**src/rtl/spi_inst_loader_pkg.sv**
```systemverilog
// Shared types and constants for the SPI instruction loader.
// Build option SPI_INST_LOADER_CHECKSUM_EN is consumed by spi_inst_loader.sv.
package spi_inst_loader_pkg;

  localparam int unsigned WORD_BITS = 32;
  localparam int unsigned HDR_CNT_W = 16;

  typedef enum logic [1:0] {
    IDLE  = 2'd0,
    SHIFT = 2'd1,
    GAP   = 2'd2,
    DONE  = 2'd3
  } state_e;

  typedef struct packed {
    logic [WORD_BITS-1:0] addr;
    logic [WORD_BITS-1:0] wdata;
  } mem_wr_t;

endpackage

```
**src/rtl/spi_loader_fifo.sv**
```systemverilog
// Synchronous write buffer between the SPI deserialiser and the memory port.
// DEPTH must be a power of two, at least 2. A pop frees a slot for a push in the same cycle.
module spi_loader_fifo #(
  parameter int unsigned DEPTH = 2,
  parameter int unsigned WIDTH = 32
) (
  input  logic             clk_i,
  input  logic             rst_i,
  input  logic             push_i,
  input  logic [WIDTH-1:0] data_i,
  input  logic             pop_i,
  output logic [WIDTH-1:0] data_o,
  output logic             full_o,
  output logic             empty_o
);

  localparam int unsigned AW = (DEPTH > 1) ? $clog2(DEPTH) : 1;

  logic [WIDTH-1:0] mem_q [DEPTH];
  logic [AW-1:0]    wr_ptr_q;
  logic [AW-1:0]    rd_ptr_q;
  logic [AW:0]      count_q;
  logic             do_push;
  logic             do_pop;

  assign empty_o = (count_q == '0);
  assign full_o  = (count_q == (AW+1)'(DEPTH));
  assign do_pop  = pop_i && !empty_o;
  assign do_push = push_i && (!full_o || do_pop);
  assign data_o  = mem_q[rd_ptr_q];

  always_ff @(posedge clk_i) begin
    if (do_push) begin
      mem_q[wr_ptr_q] <= data_i;
    end
  end

  always_ff @(posedge clk_i) begin
    if (rst_i) begin
      wr_ptr_q <= '0;
      rd_ptr_q <= '0;
      count_q  <= '0;
    end else begin
      if (do_push) wr_ptr_q <= wr_ptr_q + AW'(1);
      if (do_pop)  rd_ptr_q <= rd_ptr_q + AW'(1);
      unique case ({do_push, do_pop})
        2'b10:   count_q <= count_q + (AW+1)'(1);
        2'b01:   count_q <= count_q - (AW+1)'(1);
        default: count_q <= count_q;
      endcase
    end
  end

endmodule

```
**src/rtl/spi_inst_loader.sv**
```systemverilog
// SPI-slave boot loader: header word gives payload count N, payload words are written to memory,
// then fetch enable is released. Define SPI_INST_LOADER_CHECKSUM_EN to require a trailing XOR checksum word.
module spi_inst_loader
  import spi_inst_loader_pkg::*;
#(
  parameter int unsigned DATA_WIDTH = 32,
  parameter logic [31:0] BASE_ADDR  = 32'h0000_0000,
  parameter int unsigned GAP_BITS   = 1,
  parameter int unsigned FIFO_DEPTH = 2
) (
  input  logic                  clk_i,
  input  logic                  rst_i,
  input  logic                  sel_i,
  input  logic                  spi_ss_i,
  input  logic                  spi_mosi_i,
  output logic                  mem_req_o,
  output logic                  mem_we_o,
  output logic [31:0]           mem_addr_o,
  output logic [DATA_WIDTH-1:0] mem_wdata_o,
  output logic [3:0]            mem_be_o,
  input  logic                  mem_gnt_i,
  output logic                  fetch_en_o,
  output logic                  load_err_o,
  output logic [15:0]           words_o,
  output state_e                dbg_state_o
);

  localparam logic [7:0] GAP_LAST = (GAP_BITS == 0) ? 8'd0 : 8'(GAP_BITS - 1);

  state_e                  state_q, state_d, state_n;
  logic [4:0]              bit_cnt_q;
  logic [7:0]              gap_cnt_q;
  logic [DATA_WIDTH-1:0]   shift_q;
  logic [DATA_WIDTH-1:0]   word;
  logic                    shift_en, gap_en, abort, word_done;
  logic                    hdr_seen_q, hdr_seen_d;
  logic [HDR_CNT_W-1:0]    n_q, n_d, rcv_q, words_q, words_d;
  logic [31:0]             addr_q;
  logic                    fetch_q, fetch_d, err_q;
  logic                    payload_word, push, pop, drop, finish;
  logic                    fifo_full, fifo_empty;
  logic [DATA_WIDTH-1:0]   fifo_head;
  logic                    ck_ok_d, ck_fail;
  mem_wr_t                 wr;

  // SPI sequencing: sel_i high freezes the sequencer, slave-select high aborts the current word.
  always_comb begin
    state_d  = state_q;
    shift_en = 1'b0;
    gap_en   = 1'b0;
    if (!sel_i) begin
      unique case (state_q)
        IDLE: begin
          if (!spi_ss_i) begin
            state_d  = SHIFT;
            shift_en = 1'b1;
          end
        end
        SHIFT: begin
          if (spi_ss_i) begin
            state_d = IDLE;
          end else begin
            shift_en = 1'b1;
            if (bit_cnt_q == 5'd31) state_d = (GAP_BITS == 0) ? SHIFT : GAP;
          end
        end
        GAP: begin
          if (spi_ss_i) begin
            state_d = IDLE;
          end else begin
            gap_en = 1'b1;
            if (gap_cnt_q == GAP_LAST) state_d = SHIFT;
          end
        end
        DONE:    state_d = DONE;
        default: state_d = IDLE;
      endcase
    end
  end

  assign state_n = finish ? DONE : state_d;

  always_ff @(posedge clk_i) begin
    if (rst_i) state_q <= IDLE;
    else       state_q <= state_n;
  end

  assign abort        = !sel_i && spi_ss_i;
  assign word         = {shift_q[DATA_WIDTH-2:0], spi_mosi_i};
  assign word_done    = shift_en && (bit_cnt_q == 5'd31);
  assign payload_word = word_done && hdr_seen_q && (rcv_q < n_q);
  assign pop          = mem_req_o && mem_gnt_i;
  assign push         = payload_word && (!fifo_full || pop);
  assign drop         = payload_word && fifo_full && !pop;

  assign hdr_seen_d = hdr_seen_q || word_done;
  assign n_d        = (word_done && !hdr_seen_q) ? word[HDR_CNT_W-1:0] : n_q;
  assign words_d    = words_q + HDR_CNT_W'(pop);

`ifdef SPI_INST_LOADER_CHECKSUM_EN
  logic [DATA_WIDTH-1:0] xor_q;
  logic                  ck_ok_q;
  logic                  ck_word;

  // The word following payload N is the checksum; only the first one is judged.
  assign ck_word = word_done && hdr_seen_q && (rcv_q == n_q) && !ck_ok_q;
  assign ck_fail = ck_word && (word != xor_q);
  assign ck_ok_d = ck_ok_q || (ck_word && (word == xor_q));

  always_ff @(posedge clk_i) begin
    if (rst_i) begin
      xor_q   <= '0;
      ck_ok_q <= 1'b0;
    end else begin
      if (payload_word) xor_q <= xor_q ^ word;
      ck_ok_q <= ck_ok_d;
    end
  end
`else
  assign ck_ok_d = 1'b1;
  assign ck_fail = 1'b0;
`endif

  // Evaluated on next-state values so fetch enable rises the cycle after the final grant.
  assign fetch_d = hdr_seen_d && (words_d == n_d) && ck_ok_d;
  assign finish  = fetch_d || ck_fail;

  always_ff @(posedge clk_i) begin
    if (rst_i) begin
      bit_cnt_q  <= '0;
      gap_cnt_q  <= '0;
      shift_q    <= '0;
      hdr_seen_q <= 1'b0;
      n_q        <= '0;
      rcv_q      <= '0;
      words_q    <= '0;
      addr_q     <= BASE_ADDR;
      fetch_q    <= 1'b0;
      err_q      <= 1'b0;
    end else begin
      if (shift_en)   bit_cnt_q <= bit_cnt_q + 5'd1;
      else if (abort) bit_cnt_q <= '0;
      if (gap_en)     gap_cnt_q <= (gap_cnt_q == GAP_LAST) ? 8'd0 : gap_cnt_q + 8'd1;
      else if (abort) gap_cnt_q <= '0;
      if (shift_en)   shift_q <= word;
      hdr_seen_q <= hdr_seen_d;
      n_q        <= n_d;
      if (payload_word) rcv_q <= rcv_q + HDR_CNT_W'(1);
      words_q    <= words_d;
      if (pop)    addr_q <= addr_q + 32'd4;
      fetch_q    <= fetch_q || fetch_d;
      err_q      <= err_q || drop || ck_fail;
    end
  end

  spi_loader_fifo #(
    .DEPTH (FIFO_DEPTH),
    .WIDTH (DATA_WIDTH)
  ) u_fifo (
    .clk_i   (clk_i),
    .rst_i   (rst_i),
    .push_i  (push),
    .data_i  (word),
    .pop_i   (pop),
    .data_o  (fifo_head),
    .full_o  (fifo_full),
    .empty_o (fifo_empty)
  );

  // Memory handshake: mem_req_o is the valid, mem_gnt_i the ready; a beat moves on the cycle both
  // are high, and address/data hold unchanged until that cycle.
  assign wr.addr  = addr_q;
  assign wr.wdata = fifo_empty ? '0 : fifo_head;

  assign mem_req_o   = !fifo_empty;
  assign mem_we_o    = mem_req_o;
  assign mem_be_o    = {4{mem_req_o}};
  assign mem_addr_o  = wr.addr;
  assign mem_wdata_o = wr.wdata;
  assign fetch_en_o  = fetch_q;
  assign load_err_o  = err_q;
  assign words_o     = words_q;
  assign dbg_state_o = state_q;

endmodule

```
**config.mk**
```make
export PLATFORM = sky130hd
export DESIGN_NAME = spi_inst_loader
export DESIGN_NICKNAME = d
export VERILOG_FILES = /design/src/rtl/spi_inst_loader_pkg.sv /design/src/rtl/spi_loader_fifo.sv /design/src/rtl/spi_inst_loader.sv
export SDC_FILE = /design/constraint.sdc
export NUM_CORES = 1
export LEC_CHECK = 0
export CAP_MARGIN = 5
export CORE_ASPECT_RATIO = 1.1
export CORE_UTILIZATION = 40
export DETAILED_ROUTE_END_ITERATION = 10
export GPL_TIMING_DRIVEN = 0
export SLEW_MARGIN = 15
export SYNTH_ARGS = -nofsm -noshare
export SYNTH_HDL_FRONTEND = slang
export SYNTH_SLANG_ARGS = --single-unit
```
**constraint.sdc**
```tcl
create_clock -name clk_i -period 11.05 [get_ports clk_i]
set_input_delay 3.315 -clock clk_i [delete_from_list [all_inputs] [get_ports clk_i]]
set_output_delay 3.315 -clock clk_i [all_outputs]
set_load 0.02 [all_outputs]
```
After elaboration in Yosys (flattened, before gate mapping)
Memories as Yosys holds them, arrays and structs flattened. A register that Yosys moved wholly into a read port is not among the register bits.
Index checks and enable logic that the tools add are counted.
{"block": "word_totals", "wordCells": 92, "latch_bits": 0, "output_inout_bits": 90, "memories": 1, "mem_bits_ro": 0, "in_bits": 6, "register_bits": 133, "ram_bits": 64}
{"name": "u_fifo.mem_q", "depth": 2, "width": 32, "read_ports": 1, "rd_clocked_by_memory_dff": 1, "write_ports": 1, "line": "spi_loader_fifo.sv:19", "source": "logic [WIDTH-1:0] mem_q [DEPTH];"}
{"block": "classes", "shifts": 0, "muxes": 25, "n_div": 0, "magnitude_cmp": 1, "add_sub_neg": 9, "n_eq_ne": 12, "bitwise": 0, "n_mul": 0, "reduce_logical": 30}
{"op": "$add 32x3->32 const B", "count": 1}
{"op": "$mux 32", "count": 1}
{"op": "$mux 8", "count": 3}
{"op": "$add 16x1->16", "count": 1}
{"op": "$add 16x1->16 const B", "count": 1}
{"op": "$eq 16x16->1", "count": 1}
{"op": "$lt 16x16->1", "count": 1}
{"op": "$mux 16", "count": 1}
{"op": "$mux 2", "count": 7}
{"op": "$logic_and 1x1->1", "count": 12}
{"op": "$mux 5", "count": 2}
{"op": "$mux 1", "count": 9}
{"op": "$add 8x1->8 const B", "count": 1}
{"op": "$eq 2x2->1 const B", "count": 4}
{"op": "$logic_not 8->1", "count": 1}
{"op": "$ne 4x4->1 const B", "count": 2}
{"op": "$pmux 2 s4", "count": 1}
{"op": "$reduce_bool 2->1", "count": 3}
{"op": "$add 5x1->5 const B", "count": 1}
{"op": "$eq 5x5->1 const B", "count": 1}
{"op": "$logic_not 1->1", "count": 5}
{"op": "$logic_or 1x1->1", "count": 5}
{"op": "$eq 2x1->1 const B", "count": 2}
{"op": "$logic_not 2->1", "count": 2}
{"op": "8 further kinds", "count": 9}

Longest topological paths before layout
{"block": "logic_depth", "word_depth": 11, "mapped_depth": 14, "depth_no_buf": 13}

By module
Synthesis repeated with hierarchy kept, for this count alone.
{"block": "unflattened", "cells_unflattened": 862, "area_unflattened_um2": 8728.4}
{"mod": "spi_inst_loader", "instances": 1, "seq_area_each_um2": 2542.4, "area_each_um2": 6160.9, "cells_per_inst": 732}
{"mod": "spi_loader_fifo", "instances": 1, "seq_area_each_um2": 2021.9, "area_each_um2": 2567.5, "cells_per_inst": 130}

Worst setup path before layout
Ideal clock, no wire load.
{"block": "synth_timing", "path_type": "input port to flip-flop", "start": "input port spi_ss_i", "end": "memory u_fifo.mem_q[0][0], enable pin", "path_buffers": 2, "arrival_time_ps": 6358, "setup_ps": 421, "setup_slack_ps": 4271, "cell_stages": 7, "path_cell_list": "or4b_1 > buf_2 > or4b_1 > buf_2 > nor3_4 > nand2_2 > nor2_1"}
{"block": "synth_between", "elab_chain_len": 10}
{"element": "start, declared", "line": "spi_inst_loader.sv:14", "source": "input logic spi_ss_i,"}
{"element": "$mux 1", "line": "spi_inst_loader.sv:54, spi_inst_loader.sv:60"}
{"element": "$mux 1"}
{"element": "$mux 1", "line": "spi_inst_loader.sv:51", "source": "if (!sel_i) begin"}
{"element": "$logic_and 1x1->1", "line": "spi_inst_loader.sv:90", "source": "assign word_done = shift_en && (bit_cnt_q == 5'd31);"}
{"element": "$logic_and 1x1->1 (2 in series)", "line": "spi_inst_loader.sv:91", "source": "assign payload_word = word_done && hdr_seen_q && (rcv_q < n_q);"}
{"element": "$logic_and 1x1->1", "line": "spi_inst_loader.sv:93", "source": "assign push = payload_word && (!fifo_full || pop);"}
{"element": "$logic_and 1x1->1", "line": "spi_loader_fifo.sv:29", "source": "assign do_push = push_i && (!full_o || do_pop);"}
{"element": "$mux 1", "line": "spi_loader_fifo.sv:33", "source": "if (do_push) begin"}
{"element": "$mux 1 (implied by the code)", "line": "spi_loader_fifo.sv:34", "source": "mem_q[wr_ptr_q] <= data_i;"}
{"element": "end, declared", "line": "spi_loader_fifo.sv:19"}
Every way passes these cells.

Worst setup path after layout
{"block": "layout_timing", "start": "input port sel_i", "end": "memory u_fifo.mem_q[0][16], enable pin"}
{"block": "layout_between", "elab_chain_len": 8}
{"element": "start, declared", "line": "spi_inst_loader.sv:13", "source": "input logic sel_i,"}
{"element": "$mux 1", "line": "spi_inst_loader.sv:51"}
{"element": "$logic_and 1x1->1", "line": "spi_inst_loader.sv:90"}
{"element": "$logic_and 1x1->1 (2 in series)", "line": "spi_inst_loader.sv:91"}
{"element": "$logic_and 1x1->1", "line": "spi_inst_loader.sv:93"}
{"element": "$logic_and 1x1->1", "line": "spi_loader_fifo.sv:29"}
{"element": "$mux 1", "line": "spi_loader_fifo.sv:33"}
{"element": "$mux 1 (implied by the code)", "line": "spi_loader_fifo.sv:34"}
Every way passes these cells.

==> results_dict.tcl <==
set metrics [dict create \
    run_status "finished clean" \
    die_width_um 142.0 \
    worstHoldPathType "reg2reg" \
    drt-pass1-iter-count 5 \
    most-common-layout-cells "137 x nor2_1, 132 x dfxtp_1, 96 x nand2_1" \
    critical_path.endpoint_type "register" \
    drive_gt1_share_pct 5.998 \
    drv.max_cap_violation_count 0 \
    count_of_input_and_output_buffers 93 \
    die-height_um 156.0 \
    fin_skew_ns 0.01040 \
    worst_setup_hold_path_clk_slew_ns 0.07 \
    share_clk_of_total_power_pct 44.2 \
    coreArea_sq_um 20850 \
    ys_warn_count 0 \
    finalCriticalPeriod_ns 6.345 \
    route.detailed.vias_per_inst 4.882 \
    comb_power_share_pct 1.9 \
    post_synth_fa_ha_maj_area_fraction_pct 3.483 \
    power_density_nw_per_um2 130.2 \
    worst-setup-path-type "in2reg" \
    grt_setup_unrepaired "false" \
    dr_wl_met3_um 818 \
    synthesized_area_fraction_occupied_by_xor_and_xnor_cells_pct 6.196 \
    fp.dieArea_sq_um 22150 \
    worst_ir_drop_vdd_mv 0.1070 \
    hold_path.startpoint "load_err_o" \
    crit-reg2reg-launch "bit_cnt_q[0]" \
    worstMarginPinSlew_ns 0.9354 \
    grt_start_max_net_pins 33 \
    clkSinkCount 196 \
    final_area_sq_um 10550 \
    hold_slack_ns 0.4642 \
    final-hold-violation-count 0 \
    design_power_total_mw 1.373 \
    htree_levels 4 \
    clock.fmax_ghz 0.1576 \
    setup_viol 0 \
    detailed_route_iter0_violations 337 \
    gp_congestion 0.8176 \
    final_cells 1302 \
    clockBufferDepth 2 \
    antenna_found_initial 0 \
    start_kind "input port" \
    holdBufCountCts 0 \
    initial_utilization_pct 41.35 \
    cts_root_buffer "clkbuf_16" \
    dominantRegCellSynth "dfxtp_1" \
    ys_async_sr_fraction_pct 0 \
    worst_ep_required_time_ns 11.20 \
    dr_total_vias 6356 \
    synth_simple_gate_area_share_pct 19.40 \
    postCtsSetupRepairBufs 0 \
    synth_compound_gate_area_share_pct 8.010 \
    setup_total_negative_slack_ns 0 \
    area_growth_syn_to_layout_pct 22.35 \
    synth_seq_cells 196 \
    row_count 55 \
    finalNetCount 1034 \
    i_o_pin_count 96 \
    number_of_global_route_vias_before_repair 5874 \
    diodes 0 \
    nFillCells 1908 \
    final_common_cell "nor2_1" \
    reg2reg_depth 11 \
    period_share_pct 57.43 \
    seq_power_share_pct 53.9 \
    static_leakage_power_nw 3.555 \
    cts_inserted_buffers 17 \
    tritoncts "built" \
    post_synth.cell_area_avg_sq_um 9.699 \
    grtUsageTotal_pct 17.67 \
    worstHoldPathCells 2 \
    place_inst 1270 \
    totalWireLength_um 18760 \
    clkLatencyLatePin_ns 0.44 \
    p_int_mw 1.048 \
    p_sw_mw 0.3250 \
    place_hpwl_um 13570 \
    antenna_violating_nets_post_route 0 \
    share_of_synthesized_area_occupied_by_flip_flops_and_latches_pct 52.94 \
    number_of_enable_flip_flop_cells_after_synthesis 64 \
    ctsResizeCount 0 \
    syn_inst 889 \
    worst-path-max-fanout 19 \
    route.detailed.drc 0 \
    sw_ratio_pct 23.67 \
    synth_top_family_by_area "simple AND/OR/NAND/NOR gates" \
    overflow 0 \
    maxUsedRoutingLayer "met4" \
    arrival_ns 6.49 \
    critical_path.startpoint "sel_i" \
    place_area_sq_um 9970 \
    synth.mux.area_fraction_pct 6.226 \
    drt-met1-wl_um 9106 \
    fin_max_slew_vios 0 \
    drt-wirelength-per-cell_um 14.41 \
    grt_pass1_wl_um 30280 \
    maxSlewHeadroom_pct 37.16 \
    area_of_the_mapped_netlist_sq_um 8622 \
    yosysUniqueCellTypes 56 \
    wl_met2_um 8464 \
]
[final timing paths]
check,endpoint,slack [ns]
worst min register to register,load_err_o,0.46
worst max register to register,u_fifo.mem_q[0][16],7.14
worst min-delay path,load_err_o,0.46
worst max-delay path,u_fifo.mem_q[0][16],4.70
[routing by layer]
metal / GRT usage [%] / vias up
li1: - / 3298
met1: 23.38 / 2918
met2: 28.01 / 115
met3: 3.867 / 25
met4: 6.964 / 0
met5: 0 / -
[metrics by stage]
| step | util, % | setup slack (ns) |
|---|---|---|
| global route | 50.59 | 4.549 |
| CTS | 50.59 | 4.682 |
| global placement | 47.54 | 2.582 |
| floorplan | - | 4.271 |
| detailed placement | 47.81 | 4.217 |
| finish | 50.59 | 4.705 |
[critical path, stage by stage]
cell	delay, ns
clkdlybuf4s50_1	0.46
or4b_1	0.55
buf_2	0.20
or4b_1	0.48
buf_2	0.21
nor3_4	0.41
nand2_2	0.17
nor2_4	0.45
buf_16	0.23
[final cells by class]
| cell class | instances | area [sq um] | share of cell area (%) |
|---|---|---|---|
| plain buffers | 44 | 202.7 | 1.921 |
| clock buffers | 17 | 425.4 | 4.033 |
| clock inverters | 15 | 153.9 | 1.459 |
| inverters | 31 | 116.4 | 1.103 |
| multi-input cells | 619 | 3751 | 35.56 |
| flip-flops and latches | 196 | 4564 | 43.27 |
| well taps | 285 | 356.6 | 3.380 |
| repair buffers | 95 | 978.4 | 9.275 |
[synthesized netlist by cell type, types with 4 or more instances]
| master | number | share of area (%) |
|---|---|---|
| edfxtp_1 | 64 | 22 |
| nand4_1 | 16 | 1.2 |
| nor3_1 | 11 | 0.64 |
| nand2_1 | 96 | 4.2 |
| buf_1 | 6 | 0.26 |
| a21o_1 | 7 | 0.61 |
| dfxtp_1 | 132 | 31 |
| mux2i_1 | 48 | 5.6 |
| inv_1 | 31 | 1.3 |
| and3_1 | 18 | 1.3 |
| o21ai_0 | 19 | 1.1 |
| xor2_1 | 23 | 2.3 |
| nor2b_1 | 7 | 0.51 |
| nor4_1 | 7 | 0.51 |
| clkbuf_1 | 27 | 1.2 |
| xnor2_1 | 38 | 3.9 |
| and4_1 | 4 | 0.41 |
| or3_1 | 10 | 0.73 |
| a22oi_1 | 4 | 0.35 |
| ha_1 | 24 | 3.5 |
| a31o_2 | 4 | 0.41 |
| nand2b_1 | 6 | 0.44 |
| a21oi_1 | 65 | 3.8 |
| nand3_1 | 30 | 1.7 |
| nor2_1 | 138 | 6.0 |
| buf_4 | 7 | 0.61 |
[cell families after synthesis]
family	Yosys count
DFF	196
buffers and inverters	75
xor gates and xnor gates	61
AOI/OAI and AO/OA	118
and+or+nand+nor	361
muxes	53
adders and majority gates	24
other	1
[state kept, by name, indices dropped and copies added, names as in the netlist, named ones only]
name and flops:
bit_cnt_q 5, fetch_en_o 1, words_o 16, u_fifo.count_q 2, u_fifo.wr_ptr_q 1, load_err_o 1
rcv_q 16, mem_addr_o 30, hdr_seen_q 1, u_fifo.mem_q 64, u_fifo.rd_ptr_q 1, n_q 16
dbg_state_o 2, gap_cnt_q 8, shift_q 31
[power groups by stage]
stage               Combinational, mW  Sequential [mW]  Clock, mW
finish                         0.0265            0.740      0.607
global route                   0.0290            0.740      0.647
CTS                            0.0270            0.740      0.619
detailed placement             0.0269            0.757          0
global placement               0.0270            0.757          0
floorplan                      0.0154            0.756          0
(Power assumes the default switching activity.)
